--- config.mk ---
export PLATFORM = sky130hd
export DESIGN_NAME = cic_interp_pdm
export DESIGN_NICKNAME = d
export VERILOG_FILES = /design/src/rtl/cic_interp_pdm.sv
export SDC_FILE = /design/constraint.sdc
export NUM_CORES = 1
export LEC_CHECK = 0
export CORE_MARGIN = 10
export CORE_UTILIZATION = 60
export CTS_CLUSTER_DIAMETER = 80
export DETAILED_ROUTE_END_ITERATION = 10
export PLACE_DENSITY = 0.74
export SLEW_MARGIN = 15
export SYNTH_ARGS = -nofsm -noshare
export SYNTH_HDL_FRONTEND = slang
export SYNTH_SLANG_ARGS = --single-unit
--- constraint.sdc ---
create_clock -name clk -period 9.2 [get_ports clk]
set_input_delay 0.92 -clock clk [delete_from_list [all_inputs] [get_ports clk]]
set_output_delay 0.92 -clock clk [all_outputs]
set_load 0.05 [all_outputs]
--- src/rtl/cic_interp_pdm.sv ---
`default_nettype none
// ============================================================================
// Module  : cic_interp_pdm
// Purpose : PCM-to-PDM transmitter. N-stage CIC interpolator by R followed by
//           a first-order sigma-delta modulator with a generated bit clock.
// Revision: 1.0 - initial release
// ============================================================================
module cic_interp_pdm #(
    parameter int IN_W    = 24,
    parameter int R       = 64,
    parameter int N       = 3,
    parameter int CLK_DIV = 4
) (
    input  logic            clk,
    input  logic            rst,
    input  logic [IN_W-1:0] s_data,
    input  logic            s_valid,
    output logic            s_ready,
    output logic            pdm_clk,
    output logic            pdm_out,
    output logic            underrun
);
    localparam int c_log2r  = $clog2(R);
    localparam int c_w      = IN_W + N * c_log2r;
    localparam int c_shift  = (N - 1) * c_log2r;
    localparam int c_div_w  = $clog2(CLK_DIV);
    localparam int c_acc_w  = IN_W + 2;

    localparam logic [c_div_w-1:0] c_div_last = c_div_w'(CLK_DIV - 1);
    localparam logic [c_div_w-1:0] c_div_half = c_div_w'(CLK_DIV / 2);
    localparam logic signed [c_acc_w-1:0] c_fs     = {2'b00, 1'b1, {(IN_W-1){1'b0}}};
    localparam logic signed [c_acc_w-1:0] c_fs_neg = -c_fs;

    // Bit-clock divider and sample phase
    logic [c_div_w-1:0] r_div_cnt;
    logic [c_div_w-1:0] w_div_nxt;
    logic [c_log2r-1:0] r_phase;
    logic               w_tick;
    logic               w_slot;
    logic               r_pdm_clk;

    assign w_tick    = (r_div_cnt == c_div_last);
    assign w_slot    = w_tick && (r_phase == '0);
    assign w_div_nxt = w_tick ? '0 : r_div_cnt + c_div_w'(1);

    always_ff @(posedge clk) begin
        if (rst) begin
            r_div_cnt <= '0;
            r_phase   <= '0;
            r_pdm_clk <= 1'b0;
        end else begin
            r_div_cnt <= w_div_nxt;
            r_pdm_clk <= (w_div_nxt >= c_div_half);
            if (w_tick)
                r_phase <= r_phase + c_log2r'(1);
        end
    end

    // Holding register. r_hold keeps its value after consumption, so an
    // empty slot naturally re-uses the last consumed sample.
    logic                   r_full;
    logic signed [IN_W-1:0] r_hold;
    logic                   r_underrun;

    assign s_ready = ~(r_full | rst);

    always_ff @(posedge clk) begin
        if (rst) begin
            r_full     <= 1'b0;
            r_hold     <= '0;
            r_underrun <= 1'b0;
        end else begin
            r_underrun <= w_slot && !r_full;
            if (w_slot)
                r_full <= 1'b0;
            if (s_valid && s_ready) begin
                r_full <= 1'b1;
                r_hold <= s_data;
            end
        end
    end

    // Comb chain at the sample rate, zero-stuffing, integrators at the bit rate
    logic signed [c_w-1:0] r_cd  [N];
    logic signed [c_w-1:0] r_int [N];
    logic signed [c_w-1:0] w_cin [N];
    logic signed [c_w-1:0] w_d;
    logic signed [c_w-1:0] w_u;

    always_comb begin
        w_d = c_w'(r_hold);
        for (int i = 0; i < N; i++) begin
            w_cin[i] = w_d;
            w_d      = w_d - r_cd[i];
        end
    end

    assign w_u = w_slot ? w_d : '0;

    always_ff @(posedge clk) begin
        if (rst) begin
            for (int i = 0; i < N; i++) begin
                r_cd[i]  <= '0;
                r_int[i] <= '0;
            end
        end else begin
            if (w_slot)
                for (int i = 0; i < N; i++)
                    r_cd[i] <= w_cin[i];
            if (w_tick) begin
                r_int[0] <= r_int[0] + w_u;
                for (int i = 1; i < N; i++)
                    r_int[i] <= r_int[i] + r_int[i-1];
            end
        end
    end

    // Remove the R^(N-1) CIC gain, then clamp to the PCM range
    logic signed [c_w-1:0]  w_shift;
    logic                   w_in_range;
    logic signed [IN_W-1:0] w_x;

    assign w_shift    = r_int[N-1] >>> c_shift;
    assign w_in_range = (w_shift[c_w-1:IN_W-1] == '0) || (w_shift[c_w-1:IN_W-1] == '1);

    always_comb begin
        w_x = w_shift[IN_W-1:0];
        if (!w_in_range)
            w_x = w_shift[c_w-1] ? {1'b1, {(IN_W-1){1'b0}}} : {1'b0, {(IN_W-1){1'b1}}};
    end

    // First-order sigma-delta modulator
    logic signed [c_acc_w-1:0] r_acc;
    logic signed [c_acc_w-1:0] w_acc_nxt;
    logic                      w_b;
    logic                      r_pdm;

    assign w_b       = ~r_acc[c_acc_w-1];
    assign w_acc_nxt = r_acc + c_acc_w'(w_x) - (w_b ? c_fs : c_fs_neg);

    always_ff @(posedge clk) begin
        if (rst) begin
            r_acc <= '0;
            r_pdm <= 1'b0;
        end else if (w_tick) begin
            r_acc <= w_acc_nxt;
            r_pdm <= w_b;
        end
    end

    assign pdm_clk  = r_pdm_clk;
    assign pdm_out  = r_pdm;
    assign underrun = r_underrun;

endmodule
`default_nettype wire

==> out/results.ini, run 1 <==
[final_layout]
syn2layout_area_growth_pct = 8.86
layout-drive-gt1-share_pct = 5.00
n_fill_cell = 3233
nNetsFinal = 3045
insertedDiodeCount = 0

[route]
wl_um = 50400
drt_iter0_drc = 848
drt-wirelength-per-cell_um = 15.3
remaining_drc_errors = 0
drtPass1Iterations = 5
ant_nets = 0
post_drt_via_cell_ratio = 5.85
vias = 19212

[yosys]
avgSynthCellArea_um2 = 8.90
ys_types = 83
synth_top_area_share_pct = 29.1
yosysSeqAreaShare_pct = 34.1
synth_seq_cells = 295
yosys_warnings = 0
ys_top_cells_by_count = ha_1 (281), nor2_1 (279), a21oi_1 (237)
syn_inst = 2715
synth-edff-count = 234
yosys_most_used_dff = edfxtp_1
synth_top_area_cell = edfxtp_1
synth_nets = 3030
synthTopCellsByArea = edfxtp_1 (29%), ha_1 (15%), dfxtp_1 (5.1%)
synth_most_common_cell = ha_1
netlist_area_um2 = 24200
async_flop_share_pct = 0

[cts]
cts_num_sinks = 295
clkLatencyLatePin_ns = 0.55
cts_buffers = 38
root_buffer = clkbuf_16
h-tree-depth = 2
clockBufferDepth = 3
path_clk_slew_ns = 0.06
cts_tree = done

[die]
rows = 73
floorplan.initialDensity_pct = 60.7
die_w_um = 221
ios = 31
die_area_um2 = 48700
coreArea_um2 = 39800
die_h_um = 221

[place]
io_buffers = 30
place_hpwl_um = 37200
gp_congestion = 0.998
dp_slack_ns = 0.138

[worst_setup_path]
cp.required_ns = 9.60
cp_top_family = compound AO/OA/AOI/OAI gates
path_buf_inv = 2
reg2reg_from = r_hold[0]
cpMaxStageDelayCell = fa_1
max_stage_delay_ns = 0.39
path_depth = 44
cp-end-kind = flip-flop
worstPathArrival_ns = 9.19
rr_worst_depth = 44
rr_endpoint = r_int[0][41]
criticalPathCategory = flip-flop to flip-flop
critPathLaunchType = flip-flop
critical_path.most_common_cell = a21oi_2
crit_fanout = 6
ff2ff_setup_slack_ns = 0.41

[power]
switching_share_pct = 39.6
combinationalPowerShare_pct = 51.4
internal_power_mw = 3.76
p_switching_mw = 2.46
p_seq_share_pct = 25.7
p_clk_share_pct = 23.0
p_total_mw = 6.22
peakVddDrop_v = 0.000165
p_per_area_nw_per_um2 = 236
p_leak_nw = 11.7

[timing]
period_needed_ns = 8.79
hold_viol = 0
setup_viol = 0
maxSlewHeadroom_pct = 39.3
fmax_mhz = 114
clock_skew_ns = 0.0141
hold-worst-slack_ns = 0.422
rsz0062_at_grt = true
fin_ws_ns = 0.413
slew_violations = 0
min_period_over_period_pct = 95.5
tightest_slew_ns = 0.896

[min_path]
hold_path_class = flip-flop to flip-flop
min_delay_path_depth = 1
hold_path_end = r_div_cnt[0]
hp-start = r_div_cnt[0]

[run_status]
status = complete, no violations

[global_routing]
antenna_found_initial = 0
track_usage_pct = 20.7
grt_pass1_vias = 18733
overflow = 0
grt_pass1_wl_um = 85900
grt_max_degree = 84

[flow_run]
drv_cap = 0

## flip-flops by register name (all words and copies together), names as in the netlist
name	cells
r_cd	108
r_div_cnt	2
r_full	1
pdm_out	1
r_acc	26
r_phase	6
underrun	1
r_hold	24
r_int	126
## worst max-delay path by stage
stage               from      endpoint  slack (ns)
3_5_place_dp   r_hold[0]  r_int[0][41]        0.14
5_1_grt        r_hold[0]  r_int[0][41]       -0.12
2_1_floorplan  r_hold[0]  r_int[0][41]        0.87
4_1_cts        r_hold[0]  r_int[0][41]         0.1
3_3_place_gp   r_hold[0]  r_int[0][41]        0.45
6_report       r_hold[0]  r_int[0][41]        0.41
## cell usage in the layout (no fill, tap or decap), drive strengths merged, types with 8 or more instances in the layout
cell type,netlist,layout
nor3,40,40
o211ai,16,16
edfxtp,234,234
nand3,33,33
a21oi,238,238
o21ai,145,145
ha,281,281
a31oi,29,29
nand2,147,147
o22ai,10,10
nand2b,72,72
clkdlybuf4s50,0,29
o31ai,16,16
and3,26,26
xnor2,127,127
o31a,8,8
and2,82,82
or2,12,12
and4,9,9
a21o,153,153
or3,16,16
a211o,12,12
o21bai,30,30
nor2,279,279
nand4,23,23
dfxtp,61,61
a211oi,23,23
mux2i,18,18
buf,8,22
o21a,33,33
nor2b,42,42
inv,232,238
nor3b,12,12
xor2,85,85
clkbuf,68,57
## metrics by stage
step,setup TNS [ns],area [um2],util [%],std cells
after floorplan,0,24200,-,2715
after global placement,0,25000,62.7,3212
after detailed placement,0,25000,62.7,3212
after CTS,0,26200,65.8,3281
after global routing,-0.135,26300,66.1,3284
final,0,26300,66.1,3284
## layout make-up
cell class              count  area [um2]  share of cell area [%]
inverters                 233         877                    3.33
multi-input cells        2111       14900                    56.5
repair buffers             51         465                    1.77
clock inverters            12        81.3                   0.309
flip-flops and latches    295        8250                    31.4
clock buffers              57        1120                    4.27
well taps                 525         657                    2.50
## power by group through the flow
stage | combinational [mW] | sequential, mW | clock (mW)
after floorplan | 2.51 | 1.61 | 0
after global routing | 3.59 | 1.60 | 1.51
after detailed placement | 3.09 | 1.62 | 0
final | 3.19 | 1.59 | 1.43
after global placement | 3.01 | 1.62 | 0
after CTS | 3.12 | 1.59 | 1.46
## cells by family after synthesis
kind of cell,Yosys count,share of synthesized area [%]
xor+xnor,212,7.68
compound gates,781,21.0
buf+inv,309,4.82
fa+ha+maj,288,15.1
mux,20,0.839
simple gates,810,16.4
flops,295,34.1
## timing repair
item,CTS,global route
resized for setup,1,24
pin swaps,0,6
hold endpoints to repair,0,0
endpoints found under the setup margin,1,10
buffers inserted,0,2
hold buffers,0,0
## per-layer routing
metal  vias up  global-route usage, %  wire length [um]
met3       112                   2.54              1950
met4         0                   7.84              1470
met5         -                      0                 0
met2       407                   35.7             24100
met1      8915                   26.1             22900
li1       9778                      -                 -
Power figures use the tool's default switching activity.
==> inputs of run 2 (changes only) <==
CORE_MARGIN = default   (was 10)
CORE_UTILIZATION = 55   (was 60)
PLACE_DENSITY = 0.68   (was 0.74)
==> run 2 against run 1 <==
Sequential cell count unchanged. Clock power up 3%. Core utilization down 5.0 points. First-iteration DRC count down 0.24%. Final area up 0.25%. Cell count up 1.8%. Non-clock buffer count unchanged. Critical path depth unchanged. Combinational power about the same.
==> out/results.ini, run 2 (same netlist as run 1, synthesis figures left out) <==
[final_layout]
largestRegisters = r_int (126), r_cd (108), r_acc (26)  ; unchanged
n_fill_cell = 3768  ; was 3233
final_cell_mix = nor2_1 (277), ha_1 (277), edfxtp_1 (234)  ; was nor2_1 (278), ha_1 (275), edfxtp_1 (234)
utilization_pct = 61.1  ; was 66.1%
layout-drive-gt1-share_pct = 4.60  ; was 5.00%
insertedDiodeCount = 0  ; unchanged
nNetsFinal = 3045  ; unchanged
multiInputGateArea_um2 = 14800  ; was 14900 um2
final-seq-area_um2 = 8250  ; unchanged
largest_reg_flops = 126  ; unchanged
finalNonFillerCells = 3344  ; was 3284
syn2layout_area_growth_pct = 9.13  ; was 8.86%
postLayoutCellArea_um2 = 26400  ; was 26300 um2
largest_register = r_int  ; unchanged

[worst_setup_path]
ff2ff_setup_slack_ns = 0.52  ; was 0.41 ns
critPathLaunchType = flip-flop  ; unchanged
max_stage_delay_ns = 0.39  ; about the same
crit_fanout = 7  ; was 6
critical_path.most_common_cell = a21oi_2  ; unchanged
crit_path_end = r_int[0][41]  ; unchanged
rr_worst_depth = 44  ; unchanged
cp-end-kind = flip-flop  ; unchanged
cp-startpoint = r_hold[0]  ; unchanged
reg2reg_from = r_hold[0]  ; unchanged
cp.required_ns = 9.61  ; was 9.60 ns
cpMaxStageDelayCell = fa_1  ; unchanged
worstPathArrival_ns = 9.09  ; was 9.19 ns
rr_endpoint = r_int[0][41]  ; unchanged
criticalPathCategory = flip-flop to flip-flop  ; unchanged

[timing]
setup_viol = 0  ; unchanged
slew_violations = 0  ; unchanged
maxSlewHeadroom_pct = 33.1  ; was 39.3%
hold-worst-slack_ns = 0.424  ; was 0.422 ns
tightest_slew_ns = 1.00  ; was 0.896 ns
fmax_mhz = 115  ; was 114 MHz
hold_viol = 0  ; unchanged
clock_skew_ns = 0.0191  ; was 0.0141 ns
period_needed_ns = 8.68  ; was 8.79 ns
min_period_over_period_pct = 94.4  ; was 95.5%
fin_tns_setup_ns = 0  ; unchanged
fin_ws_ns = 0.515  ; was 0.413 ns

[flow_run]
drv_cap = 0  ; unchanged

[power]
p_total_mw = 6.23  ; was 6.22 mW
p_leak_nw = 11.7  ; about the same
p_per_area_nw_per_um2 = 236  ; about the same
p_seq_share_pct = 25.6  ; was 25.7%
switching_share_pct = 39.3  ; was 39.6%
p_switching_mw = 2.45  ; was 2.46 mW
internal_power_mw = 3.78  ; was 3.76 mW
combinationalPowerShare_pct = 50.7  ; was 51.4%
peakVddDrop_v = 0.000173  ; was 0.000165 V
p_clk_share_pct = 23.7  ; was 23.0%

[die]
coreArea_um2 = 43200  ; was 39800 um2
floorplan.initialDensity_pct = 56.0  ; was 60.7%
die_area_um2 = 44800  ; was 48700 um2
rows = 76  ; was 73
die_w_um = 212  ; was 221 um
die_h_um = 212  ; was 221 um
ios = 31  ; unchanged

[global_routing]
grt_pass1_vias = 18534  ; was 18.7k
grt_pass1_wl_um = 85700  ; was 85900 um
antenna_found_initial = 0  ; unchanged
track_usage_pct = 23.1  ; was 20.7%
grt_max_degree = 83  ; was 84
overflow = 0  ; unchanged

[place]
dp_cells = 3273  ; was 3212
io_buffers = 30  ; unchanged
dp_slack_ns = 0.167  ; was 0.138 ns
place_hpwl_um = 37700  ; was 37200 um
gp_congestion = 0.911  ; was 0.998
dpl_cell_area_um2 = 25100  ; was 25000 um2

[route]
ant_nets = 0  ; unchanged
drt_iter0_drc = 846  ; was 848
drtPass1Iterations = 5  ; unchanged
wl_um = 50400  ; about the same
remaining_drc_errors = 0  ; unchanged
vias = 18885  ; was 19.2k
post_drt_via_cell_ratio = 5.65  ; was 5.85
drt-wirelength-per-cell_um = 15.1  ; was 15.3 um

[cts]
cts_buffers = 38  ; unchanged
clkLatencyLatePin_ns = 0.56  ; was 0.55 ns
cts_num_sinks = 295  ; unchanged
cts_tree = done  ; unchanged
root_buffer = clkbuf_16  ; unchanged
clockBufferDepth = 3  ; unchanged
path_clk_slew_ns = 0.06  ; about the same
h-tree-depth = 2  ; unchanged

[min_path]
hold_path_class = flip-flop to flip-flop  ; unchanged
min_delay_path_depth = 1  ; unchanged

[run_status]
status = complete, no violations  ; unchanged

==> run 2: routing by layer <==
metal / vias up / track usage (%) / share of wire, %
li1: 9787 / - / -
met1: 8693 / 28.8 / 46
met2: 297 / 40.8 / 48
met3: 108 / 3.26 / 3.3
met4: 0 / 7.55 / 2.8
met5: - / 0 / 0
==> run 2: final cells by class <==
class                      instances  share of cell area, %
sequential                       295                   31.3
timing repair buffer              51                   1.72
clock inverter                    11                  0.356
multi-input combinational       2111                   56.2
tap                              585                   2.78
clock buffer                      58                   4.32
inverter                         233                   3.33
==> run 2: worst max-delay path: cells and delay by family, from the launching register on <==
kind | cells | cell delay, ns
adders and majority gates | 5 | 1.58
DFF | 1 | 0.29
AOI/OAI and AO/OA | 23 | 4.18
xor gates and xnor gates | 2 | 0.29
and+or+nand+nor | 11 | 1.93
buffers and inverters | 2 | 0.14
muxes | 1 | 0.13
==> run 2: worst min-delay path by stage <==
stage                            start            to  slack, ns
final                     r_div_cnt[0]  r_div_cnt[0]       0.42
after global routing      r_div_cnt[0]  r_div_cnt[0]       0.44
after CTS                 r_div_cnt[0]  r_div_cnt[0]       0.43
after detailed placement  r_div_cnt[0]  r_div_cnt[0]       0.42
after global placement    r_div_cnt[0]  r_div_cnt[0]       0.41
after floorplan           r_div_cnt[0]  r_div_cnt[0]       0.40
==> run 2: power groups by stage <==
stage | sequential, mW | clock, mW | combinational [mW]
after CTS | 1.59 | 1.51 | 3.12
after global routing | 1.61 | 1.56 | 3.55
after detailed placement | 1.62 | 0 | 3.10
after global placement | 1.62 | 0 | 3.04
after floorplan | 1.61 | 0 | 2.51
final | 1.59 | 1.48 | 3.16
==> run 2: timing repair <==
item | 4_1_cts | 5_1_grt
resized for setup | 0 | 17
hold buffers | 0 | 0
setup buffers | 0 | 2
endpoints found under the setup margin | 0 | 9
==> inputs of run 3 (changes only) <==
CORE_MARGIN = 2   (was default)
PLACE_DENSITY = 0.71   (was 0.68)
SKIP_LAST_GASP = 1   (was default)
==> run 3 against run 2 <==
Clock power about the same. Power up 0.35%. Via count down 0.36%. Sequential power about the same. Register-to-register slack better by 0.02 ns. Fmax up 0.27%. Core utilization about the same. Critical path type unchanged. Critical endpoint unchanged. Largest power group unchanged. Highest routed layer unchanged.
==> out/results.ini, run 3 (same netlist as run 1, synthesis figures left out) <==
[worst_setup_path]
max_stage_delay_ns = 0.40  ; was 0.39 ns
reg2reg_from = r_hold[0]  ; unchanged
rr_endpoint = r_int[0][41]  ; unchanged
rr_worst_depth = 45  ; was 44
worstPathArrival_ns = 9.05  ; was 9.09 ns
cpMaxStageDelayCell = fa_1  ; unchanged
ff2ff_setup_slack_ns = 0.54  ; was 0.52 ns
criticalPathCategory = flip-flop to flip-flop  ; unchanged
cp.required_ns = 9.59  ; was 9.61 ns
critPathLaunchType = flip-flop  ; unchanged
crit_fanout = 6  ; was 7
cp-end-kind = flip-flop  ; unchanged

[power]
combinationalPowerShare_pct = 50.7  ; about the same
p_clk_share_pct = 23.8  ; was 23.7%
p_leak_nw = 11.7  ; about the same
internal_power_mw = 3.82  ; was 3.78 mW
p_seq_share_pct = 25.5  ; was 25.6%
switching_share_pct = 39.0  ; was 39.3%
p_per_area_nw_per_um2 = 237  ; was 236 nW/um2
p_switching_mw = 2.44  ; was 2.45 mW
peakVddDrop_v = 0.000168  ; was 0.000173 V

[global_routing]
overflow = 0  ; unchanged
antenna_found_initial = 0  ; unchanged
grt_pass1_vias = 18418  ; was 18.5k
grt_pass1_wl_um = 84000  ; was 85700 um
grt_max_degree = 86  ; was 83
track_usage_pct = 22.1  ; was 23.1%

[final_layout]
mostFrequentLayoutCell = nor2_1
utilization_pct = 61.1  ; about the same
final-seq-area_um2 = 8250  ; unchanged
n_fill_cell = 3689  ; was 3768
multiInputGateArea_um2 = 14800  ; about the same
insertedDiodeCount = 0  ; unchanged
largestRegisters = r_int (126), r_cd (108), r_acc (26)  ; unchanged
syn2layout_area_growth_pct = 9.42  ; was 9.13%
layout-drive-gt1-share_pct = 4.82  ; was 4.60%
largest_reg_flops = 126  ; unchanged
final_cell_mix = nor2_1 (277), ha_1 (275), edfxtp_1 (234)  ; was nor2_1 (277), ha_1 (277), edfxtp_1 (234)
nNetsFinal = 3047  ; was 3045
finalNonFillerCells = 3346  ; was 3344
largest_register = r_int  ; unchanged

[route]
wl_um = 49600  ; was 50400 um
ant_nets = 0  ; unchanged
drt_iter0_drc = 917  ; was 846
remaining_drc_errors = 0  ; unchanged
drt-wirelength-per-cell_um = 14.8  ; was 15.1 um
drtPass1Iterations = 5  ; unchanged
post_drt_via_cell_ratio = 5.62  ; was 5.65
vias = 18817  ; was 18.9k

[min_path]
hp-start = r_div_cnt[0]  ; unchanged
hold_path_class = flip-flop to flip-flop  ; unchanged
hold_path_end = r_div_cnt[0]  ; unchanged
min_delay_path_depth = 1  ; unchanged

[place]
dp_slack_ns = 0.183  ; was 0.167 ns
io_buffers = 30  ; unchanged
place_hpwl_um = 37100  ; was 37700 um
dp_cells = 3271  ; was 3273
gp_congestion = 0.890  ; was 0.911

[die]
floorplan.initialDensity_pct = 55.8  ; was 56.0%
rows = 76  ; unchanged
die_area_um2 = 45600  ; was 44800 um2
coreArea_um2 = 43300  ; was 43200 um2
die_w_um = 214  ; was 212 um
die_h_um = 214  ; was 212 um
ios = 31  ; unchanged

[timing]
period_needed_ns = 8.66  ; was 8.68 ns
hold_viol = 0  ; unchanged
fin_ws_ns = 0.539  ; was 0.515 ns
fmax_mhz = 115  ; about the same
maxSlewHeadroom_pct = 35.5  ; was 33.1%
setup_viol = 0  ; unchanged
hold-worst-slack_ns = 0.434  ; was 0.424 ns
min_period_over_period_pct = 94.1  ; was 94.4%
clock_skew_ns = 0.0157  ; was 0.0191 ns
slew_violations = 0  ; unchanged
tightest_slew_ns = 0.968  ; was 1.00 ns

[flow_run]
drv_cap = 0  ; unchanged

[cts]
cts_tree = done  ; unchanged
h-tree-depth = 2  ; unchanged
cts_num_sinks = 295  ; unchanged
clkLatencyLatePin_ns = 0.54  ; was 0.56 ns
root_buffer = clkbuf_16  ; unchanged
cts_buffers = 40  ; was 38
path_clk_slew_ns = 0.05  ; was 0.06 ns
clockBufferDepth = 3  ; unchanged
ctsHoldBuffers = 0  ; unchanged

[run_status]
status = complete, no violations  ; unchanged

==> run 3: cell types whose count changed in the layout (fill, tap and decap cells not counted), sizes merged <==
| cell | change |
|---|---|
| inv | +2 |
| bufinv | +1 |
| clkbuf | -1 |
==> run 3: what timing repair did <==
| item | in CTS | in global routing |
|---|---|---|
| gates resized for setup | 0 | 23 |
| endpoints found under the setup margin | 0 | 9 |
| hold endpoints to repair | 0 | 0 |
| setup buffers | 0 | 3 |
==> run 3: area by class of cell <==
type	instances	share of cell area, %
Multi-Input combinational cell	2111	56.2
Sequential cell	295	31.2
Clock buffer	57	4.26
Inverter	233	3.32
Tap cell	585	2.77
Timing Repair Buffer	51	1.79
Clock inverter	14	0.511
==> run 3: metrics by stage <==
stage	total power [mW]	TNS [ns]	cell area, um2
after floorplan	4.12	0	24200
after global placement	4.64	0	25100
after detailed placement	4.71	0	25100
after CTS	6.24	0	26300
after global routing	6.72	-0.0415	26400
final	6.25	0	26400
==> run 3: critical path, delay by kind of cell, from the launching register on <==
kind,cells,cell delay [ns]
AO/OA/AOI/OAI,22,3.92
XOR/XNOR,2,0.28
adder cells (fa/ha/maj),5,1.57
buffers and inverters,2,0.14
flip-flops,1,0.30
multiplexers,1,0.13
AND/OR/NAND/NOR,13,2.13
==> run 3: per-layer routing <==
| metal | up-vias | wire length [um] | global-route usage, % |
|---|---|---|---|
| met5 | - | 0 | 0 |
| met4 | 0 | 1510 | 8.52 |
| met3 | 112 | 1480 | 2.74 |
| met2 | 315 | 23600 | 38.8 |
| met1 | 8617 | 23100 | 27.7 |
| li1 | 9773 | - | - |
==> run 3: power groups by stage <==
stage          sequential [mW]  combinational, mW  clock [mW]
6_report                  1.59               3.17        1.49
5_1_grt                   1.60               3.54        1.58
4_1_cts                   1.59               3.11        1.53
3_5_place_dp              1.62               3.09           0
3_3_place_gp              1.62               3.02           0
2_1_floorplan             1.61               2.51           0
==> run 3: worst max path at each step <==
stage | startpoint | to | cells after the start
2_1_floorplan | r_hold[0] | r_int[0][41] | 45
3_3_place_gp | r_hold[0] | r_int[0][41] | 44
3_5_place_dp | r_hold[0] | r_int[0][41] | 45
4_1_cts | r_hold[0] | r_int[0][41] | 45
5_1_grt | r_hold[0] | r_int[0][41] | 45
6_report | r_hold[0] | r_int[0][41] | 45
